$ cat src/rtl/i2c_cfg_sequencer.sv
// i2c_cfg_sequencer: walks a ROM table of {reg_addr, data} entries and issues
// one single-byte I2C write per entry, with a write-cycle gap after every
// transaction, bounded retries and a stall timeout.
module i2c_cfg_sequencer #(
   parameter int ENTRY_NUM      = 16,
   parameter int GAP_CYCLES     = 250_000,
   parameter int MAX_RETRY      = 3,
   parameter int TIMEOUT_CYCLES = 1_000_000
) (
   input  logic        clk,
   input  logic        rst_n,
   input  logic        i_start,
   output logic        o_busy,
   output logic        o_init_done,
   output logic        o_init_fail,
   output logic [7:0]  o_fail_idx,
   output logic [7:0]  o_rom_idx,
   input  logic [23:0] i_rom_data,
   output logic [15:0] o_iic_addr,
   output logic [7:0]  o_iic_wr_data,
   output logic [5:0]  o_iic_wr_byte_num,
   output logic        o_iic_wr_req,
   output logic        o_iic_rd_req,
   input  logic        i_iic_work_done,
   input  logic        i_iic_error
);

   localparam logic [7:0]  LAST_IDX  = 8'(ENTRY_NUM - 1);
   localparam logic [31:0] GAP_LAST  = 32'(GAP_CYCLES - 1);
   localparam logic [31:0] TO_LAST   = 32'(TIMEOUT_CYCLES - 1);
   localparam logic [3:0]  RETRY_MAX = 4'(MAX_RETRY);

   typedef enum logic [2:0] {
      S_IDLE  = 3'd0,
      S_FETCH = 3'd1,
      S_ISSUE = 3'd2,
      S_WAIT  = 3'd3,
      S_GAP   = 3'd4,
      S_DONE  = 3'd5,
      S_FAIL  = 3'd6
   } state_t;

   state_t      r_state;
   state_t      w_next_state;
   logic        r_done_s, r_done_p, r_err_s, r_err_p;
   logic        r_fetch_cnt;
   logic        r_err_flag;
   logic [7:0]  r_idx;
   logic [3:0]  r_retry;
   logic [31:0] r_gap_cnt;
   logic [31:0] r_to_cnt;
   logic        w_done_edge, w_err_edge, w_timeout, w_gap_end;

   // The driver count field is N-1, so zero means one byte; reads are never issued.
   assign o_iic_wr_byte_num = 6'd0;
   assign o_iic_rd_req      = 1'b0;

   assign w_done_edge = r_done_s & ~r_done_p;
   assign w_err_edge  = r_err_s & ~r_err_p;
   assign w_timeout   = (r_to_cnt == TO_LAST);
   assign w_gap_end   = (r_gap_cnt == GAP_LAST);

   // State register.
   always_ff @(posedge clk or negedge rst_n) begin
      if (!rst_n) begin
         r_state <= S_IDLE;
      end else begin
         r_state <= w_next_state;
      end
   end

   // Next-state decode.
   always_comb begin
      w_next_state = r_state;
      case (r_state)
         S_IDLE, S_DONE, S_FAIL: begin
            if (i_start) begin
               w_next_state = S_FETCH;
            end else begin
               w_next_state = r_state;
            end
         end
         S_FETCH: begin
            if (r_fetch_cnt) begin
               w_next_state = S_ISSUE;
            end else begin
               w_next_state = S_FETCH;
            end
         end
         S_ISSUE: w_next_state = S_WAIT;
         S_WAIT: begin
            if (w_err_edge || w_timeout || w_done_edge) begin
               w_next_state = S_GAP;
            end else begin
               w_next_state = S_WAIT;
            end
         end
         S_GAP: begin
            if (!w_gap_end) begin
               w_next_state = S_GAP;
            end else if (r_err_flag) begin
               if (r_retry < RETRY_MAX) begin
                  w_next_state = S_ISSUE;
               end else begin
                  w_next_state = S_FAIL;
               end
            end else if (r_idx == LAST_IDX) begin
               w_next_state = S_DONE;
            end else begin
               w_next_state = S_FETCH;
            end
         end
         default: w_next_state = S_IDLE;
      endcase
   end

   // Driver status registered once, plus a delayed copy for rising-edge detection.
   always_ff @(posedge clk or negedge rst_n) begin
      if (!rst_n) begin
         r_done_s <= 1'b0;
         r_done_p <= 1'b0;
         r_err_s  <= 1'b0;
         r_err_p  <= 1'b0;
      end else begin
         r_done_s <= i_iic_work_done;
         r_done_p <= r_done_s;
         r_err_s  <= i_iic_error;
         r_err_p  <= r_err_s;
      end
   end

   // Cycle counters for fetch latency, wait timeout and gap; each restarts on state entry.
   always_ff @(posedge clk or negedge rst_n) begin
      if (!rst_n) begin
         r_fetch_cnt <= 1'b0;
         r_to_cnt    <= 32'd0;
         r_gap_cnt   <= 32'd0;
      end else begin
         r_fetch_cnt <= (r_state == S_FETCH) && (w_next_state == S_FETCH);
         r_to_cnt    <= (r_state == S_WAIT) ? (r_to_cnt + 32'd1) : 32'd0;
         r_gap_cnt   <= (r_state == S_GAP) ? (r_gap_cnt + 32'd1) : 32'd0;
      end
   end

   // Transaction outcome: an error edge or timeout marks the entry for retry,
   // a done edge clears it; error takes priority when both arrive together.
   always_ff @(posedge clk or negedge rst_n) begin
      if (!rst_n) begin
         r_err_flag <= 1'b0;
      end else if (r_state == S_WAIT) begin
         if (w_err_edge || w_timeout) begin
            r_err_flag <= 1'b1;
         end else if (w_done_edge) begin
            r_err_flag <= 1'b0;
         end
      end
   end

   // Sequence bookkeeping: entry index, retry count, status flags and driver payload.
   always_ff @(posedge clk or negedge rst_n) begin
      if (!rst_n) begin
         r_idx         <= 8'd0;
         r_retry       <= 4'd0;
         o_init_done   <= 1'b0;
         o_init_fail   <= 1'b0;
         o_fail_idx    <= 8'd0;
         o_rom_idx     <= 8'd0;
         o_iic_addr    <= 16'd0;
         o_iic_wr_data <= 8'd0;
      end else begin
         case (r_state)
            S_IDLE, S_DONE, S_FAIL: begin
               if (i_start) begin
                  r_idx       <= 8'd0;
                  r_retry     <= 4'd0;
                  o_init_done <= 1'b0;
                  o_init_fail <= 1'b0;
                  o_fail_idx  <= 8'd0;
                  o_rom_idx   <= 8'd0;
               end
            end
            S_FETCH: begin
               // ROM data settles one cycle after the index; capture on the second cycle.
               if (r_fetch_cnt) begin
                  o_iic_addr    <= i_rom_data[23:8];
                  o_iic_wr_data <= i_rom_data[7:0];
               end
            end
            S_GAP: begin
               if (w_gap_end) begin
                  if (r_err_flag) begin
                     if (r_retry < RETRY_MAX) begin
                        r_retry <= r_retry + 4'd1;
                     end else begin
                        o_init_fail <= 1'b1;
                        o_fail_idx  <= r_idx;
                     end
                  end else if (r_idx == LAST_IDX) begin
                     o_init_done <= 1'b1;
                  end else begin
                     r_idx     <= r_idx + 8'd1;
                     r_retry   <= 4'd0;
                     o_rom_idx <= r_idx + 8'd1;
                  end
               end
            end
            default: begin
               r_idx <= r_idx;
            end
         endcase
      end
   end

   // Registered state-derived outputs: busy level and one-cycle write request.
   always_ff @(posedge clk or negedge rst_n) begin
      if (!rst_n) begin
         o_busy       <= 1'b0;
         o_iic_wr_req <= 1'b0;
      end else begin
         o_busy       <= (w_next_state == S_FETCH) || (w_next_state == S_ISSUE) ||
                         (w_next_state == S_WAIT)  || (w_next_state == S_GAP);
         o_iic_wr_req <= (w_next_state == S_ISSUE);
      end
   end

endmodule
$ cat config.mk
export PLATFORM = sky130hd
export DESIGN_NAME = i2c_cfg_sequencer
export DESIGN_NICKNAME = d
export VERILOG_FILES = /design/src/rtl/i2c_cfg_sequencer.sv
export SDC_FILE = /design/constraint.sdc
export NUM_CORES = 1
export LEC_CHECK = 0
export CAP_MARGIN = 40
export CORE_ASPECT_RATIO = 0.9
export CORE_MARGIN = 2
export CORE_UTILIZATION = 40
export CTS_CLUSTER_DIAMETER = 40
export CTS_CLUSTER_SIZE = 25
export DETAILED_ROUTE_END_ITERATION = 8
export GPL_TIMING_DRIVEN = 0
export HOLD_SLACK_MARGIN = 0.06
export SKIP_LAST_GASP = 1
export SLEW_MARGIN = 40
export SYNTH_ARGS = -nofsm -noshare
export SYNTH_HDL_FRONTEND = slang
export SYNTH_SLANG_ARGS = --single-unit
$ cat constraint.sdc
create_clock -name clk -period 2.6 [get_ports clk]
set_clock_uncertainty 0.15 [all_clocks]
set_input_delay 0.39 -clock clk [delete_from_list [all_inputs] [get_ports clk]]
set_output_delay 0.39 -clock clk [all_outputs]
set_load 0.05 [all_outputs]
# Yosys cells after proc, flatten, opt, wreduce, memory -nomap -nowiden
# Cells that the tools add are included.
# word_totals
register_bits,121
input_bits,29
output_inout_bits,51
# classes
add_sub_neg,4
order_cmp,1
eq_ne,22
muxes,36
bitwise_logic,4
reduce_logical,16
# op_table
cell,n
$add 32x1->32 const B,2
$mux 32,2
$mux 8,7
$eq 32x18->1 const B,1
$eq 32x20->1 const B,1
$pmux 8 s2,2
$mux 4,5
$reduce_and 5->1,4
$mux 3,6
$pmux 3 s5,1
$ne 2x2->1 const B,7
$eq 3x2->1 const B,4
$eq 3x3->1 const B,4
$mux 1,9
$add 8x1->8 const B,1
$eq 8x4->1 const B,1
$pmux 4 s2,1
$eq 3x1->1 const B,2
$ne 3x3->1 const B,2
$logic_or 1x1->1,5
$add 4x1->4 const B,1
$lt 4x2->1 const B,1
$pmux 1 s2,2
$reduce_and 2->1,2
other kinds (7),10

# Logic depth before layout (Yosys ltp)
# depth
ltp_word,10
depth_mapped,8

# Least setup slack after synthesis
# No wires, ideal clock.
# synth_path
path_type,register -> register
startpoint,reg r_idx[0]
endpoint,reg r_retry[0]
setup_ps,127
arrival_ps,2029
slack_ps,293
stages_incl_launch_ff,8
path_buffers,0
period_less_slack_ps,2307
cell_sequence,dfrtp_1 > ha_1 > and3_1 > a21oi_1 > o21bai_1 > a21o_1 > nand2_1 > mux2_1
# synth_via
elab_chain_len,3
# synth_rtl
element,line_no,rtl
from (decl),48,logic [7:0] r_idx;
from (signal assigned),201,r_idx <= r_idx + 8'd1;
from (signal assigned),208,r_idx <= r_idx;
$eq 8x4->1,198,end else if (r_idx == LAST_IDX) begin
$ne 3x3->1 (no source line),--,
$reduce_and 5->1 (no source line),--,
to (signal assigned),193,r_retry <= r_retry + 4'd1;
to (decl),49,logic [3:0] r_retry;
# Every way passes these cells.
# A chain may end at the register's enable or synchronous reset.

# Final worst setup path
# layout_path
startpoint,reg r_state[1]
endpoint,reg o_iic_addr[1]
# layout_via
elab_chain_len,2
# layout_rtl
element,line_no,rtl
from (decl),43,state_t r_state;
from (signal assigned),68,r_state <= w_next_state;
$eq 3x1->1,171,case (r_state)
$reduce_and 2->1 (no source line),--,
to (signal assigned),185,o_iic_addr <= i_rom_data[23:8];
to (decl),19,"output logic [15:0] o_iic_addr,"
# Every way passes these cells.

==> results.ini <==
[status]
outcome = complete, no violations

[place]
dpl-instance-area_mm2 = 0.00655
gp_routability_congestion = 0.857
buffer_ports.inserted = 72
placed_cells = 758
sum_of_net_half_perimeters_after_detailed_placement_um = 8140

[floorplan]
io_pins = 80
core_rows = 40
start_util = 0.413
floorplan.die.width_um = 128
die_height_um = 116
fp.dieArea_mm2 = 0.0149
floorplan.core_area_mm2 = 0.0135

[worst_setup_path]
worst_r2r_endpoint = o_iic_addr[1]
timing.critical_path.to_type = flip-flop
critical_path.endpoint = o_iic_addr[1]
critPathTopFamily = simple AND/OR/NAND/NOR gates
critical-path-slowest-cell = nor3b_2
startpoint = r_state[1]
cp_data_arrival_time_ns = 2.52
cp_slowest_stage_delay_ns = 0.59
path_cells = buf_2 > inv_1 > nand2_1 > nor3b_2 > buf_2 > mux2_2
startpoint_type_of_the_worst_setup_path = flip-flop
r2r_slack_ns = 0.22
timing.reg2reg.worst_path_depth = 6
regToRegStartpoint = r_state[1]
critical_path_required_ns = 2.74
worst_path_most_repeated_cell = buf_2
cp_num_cells = 6
critical_path.n_buffers_inverters = 3
worstSetupPathType = flip-flop to flip-flop
timing.critical_path.fanout_max = 10

[grt]
use_met1 = 0.221
gr-total-overflow = 0
grt_start_max_net_pins = 63
number_of_global_route_vias_before_repair = 4016
wire_length_of_the_first_global_routing_pass_um = 19500
antenna_violations_before_repair = 0
gr-usage-all-layers = 0.169
top_usage_layer = met2
global_route.usage.met3 = 0.0619
grt_use_met2 = 0.261

[timing]
grt_setup_unrepaired = false
number_of_failing_hold_endpoints_at_the_final_stage = 0
clock.fmax_mhz = 421
worst_rel_slew_slack = 0.518
slew_viol_final = 0
final.setup.tns_ns = 0
post-route-min-period_ns = 2.38
final_min_period_over_clock_period = 0.914
max_slew.worst_pin.slew_ns = 0.717
final-setup-viol-count = 0

[cells_and_area]
finish.instance_area_mm2 = 0.00711
num_antenna_cells = 0
mostFrequentLayoutCell = dfrtp_1
nets = 643
layout.cells.most_common_list = dfrtp_1 (121), nor2_1 (72), clkdlybuf4s50_1 (71), xor2_1 (42)
area_growth_syn_to_layout_pct = 27.8
drive_gt1_frac = 0.119
instances_no_fill = 789

[detailed_routing]
drtAntennaViolNets = 0
post_detailed_route_drc_marker_count = 0
detailroute.via_count = 4076
detail_route.wl_per_cell_um = 14.8
drt_pass1_iterations = 4
post_drt_via_cell_ratio = 5.17
drt_iter0_drc = 238
route.final.wire_length_um = 11700

[clock_network]
clk_path_buf_depth = 2
clk_pin_slew_worst_paths_ns = 0.05
cts.htree.levels = 4
root_buffer_selected_by_cts = clkbuf_16
insertion_delay_ns = 0.42
tritoncts = yes
cts.sink_count = 121
cts_made_buffers = 17

[yosys]
syn-mean-instance-area_um2 = 10.9
synth_seq_cells = 121
synth_async_sr_flop_share = 1.00
warnings_synthesis = 0
synth_cell_types = 50
mappedNetlistArea_mm2 = 0.00556
synth.yosys.seq_area_share = 0.544
ys_dominant_reg_cell = dfrtp_1
synth_enable_flop_cells = 0
synthesis.instances = 511

[power]
ir_worst_vdd_uv = 744
cell_area_power_density_mw_per_mm2 = 939
leakage_uw = 0.00302

[run]
max_cap_violations = 0

[worst_hold_path]
worstHoldPathType = flip-flop to flip-flop

-- state kept, by name (all words and copies together), names as in the netlist, 3 cells and up --
| name | cells |
|---|---|
| o_fail_idx | 8 |
| o_iic_addr | 16 |
| o_iic_wr_data | 8 |
| r_gap_cnt | 32 |
| r_idx | 8 |
| r_retry | 4 |
| r_state | 3 |
| r_to_cnt | 32 |
-- layout make-up --
type | instances | area [µm²]
Inverter | 9 | 33.8
Clock inverter | 2 | 35.0
Clock buffer | 28 | 517
Timing Repair Buffer | 74 | 763
Fill cell | 1175 | 6350
Sequential cell | 121 | 3030
Buffer | 19 | 110
Tap cell | 168 | 210
Multi-Input combinational cell | 368 | 2410
-- worst min-delay path by stage --
stage / from / to / slack, ns / cells past startpoint
CTS: i_iic_error / r_err_s / 0.25 / 1
global placement: r_err_s / r_err_p / 0.23 / 0
finish: r_err_s / r_err_p / 0.24 / 0
global route: i_iic_error / r_err_s / 0.25 / 1
detailed placement: rst_n / r_to_cnt[21] / 0.21 / 1
floorplan: rst_n / o_busy / -0.06 / 0
-- Yosys cell counts (7+ instances only) --
cell      count  area share
nor4_1        8      0.0090
and3_1       17       0.019
or3_1         8      0.0090
nand2_1      29       0.020
a22o_1        8       0.013
xor2_1       42       0.066
o21ai_0      11      0.0099
mux2_2       24       0.049
nor2_1       72       0.049
xnor2_1      19       0.030
and2_1        8      0.0090
nor3_1        7      0.0063
a21oi_1       9      0.0081
inv_1         9      0.0061
dfrtp_1     121        0.54
buf_4         7      0.0094
nand4_1      21       0.024
nand3_1      29       0.026
and4_1        8       0.013
clkbuf_1      7      0.0047
-- cell families (layout without fill, tap and decap cells) --
family / count (synthesis) / after routing / share of synthesized area
simple gates: 223 / 223 / 0.212
compound gates: 46 / 46 / 0.0571
buf+inv: 28 / 132 / 0.0259
other cells: 1 / 7 / 0.000674
xor+xnor: 61 / 61 / 0.0961
fa+ha+maj: 5 / 5 / 0.0108
flops: 121 / 121 / 0.544
mux: 26 / 26 / 0.0526
-- stage by stage --
stage,setup WS [ns],hold slack [ns],total power [µW],utilization
after detailed placement,0.115,0.210,4530,0.486
final,0.223,0.245,6680,0.528
after global placement,-3.72,0.227,4500,0.484
after global routing,0.0268,0.249,7010,0.528
after CTS,0.170,0.251,6750,0.528
after floorplan,0.293,-0.0556,3790,-
-- worst register-to-register path: cells and delay by family, from the launching register on --
kind,cells,cell delay (ns)
flip-flops,1,0.35
AND/OR/NAND/NOR,2,0.71
multiplexers,1,0.37
buffers and inverters,3,0.68
-- power by group --
group | total, µW | leakage, µW | internal (µW) | switching (µW)
Sequential | 2310 | 0.00162 | 2150 | 160
Combinational | 2170 | 0.00113 | 748 | 1430
Clock | 2190 | 0.000271 | 1430 | 764
-- routing by layer --
layer,share of wire,up-vias
met4,0.012,0
li1,-,1976
met2,0.45,100
met1,0.47,1987
met5,0,-
met3,0.062,13
-- what timing repair did --
action                                  4_1_cts  5_1_grt
endpoints found under the hold margin        59        0
endpoints found under the setup margin        0        7
gates resized for setup                       0        0
buffers inserted                              0        0
hold buffers                                  1        0
(Power assumes the default switching activity.)
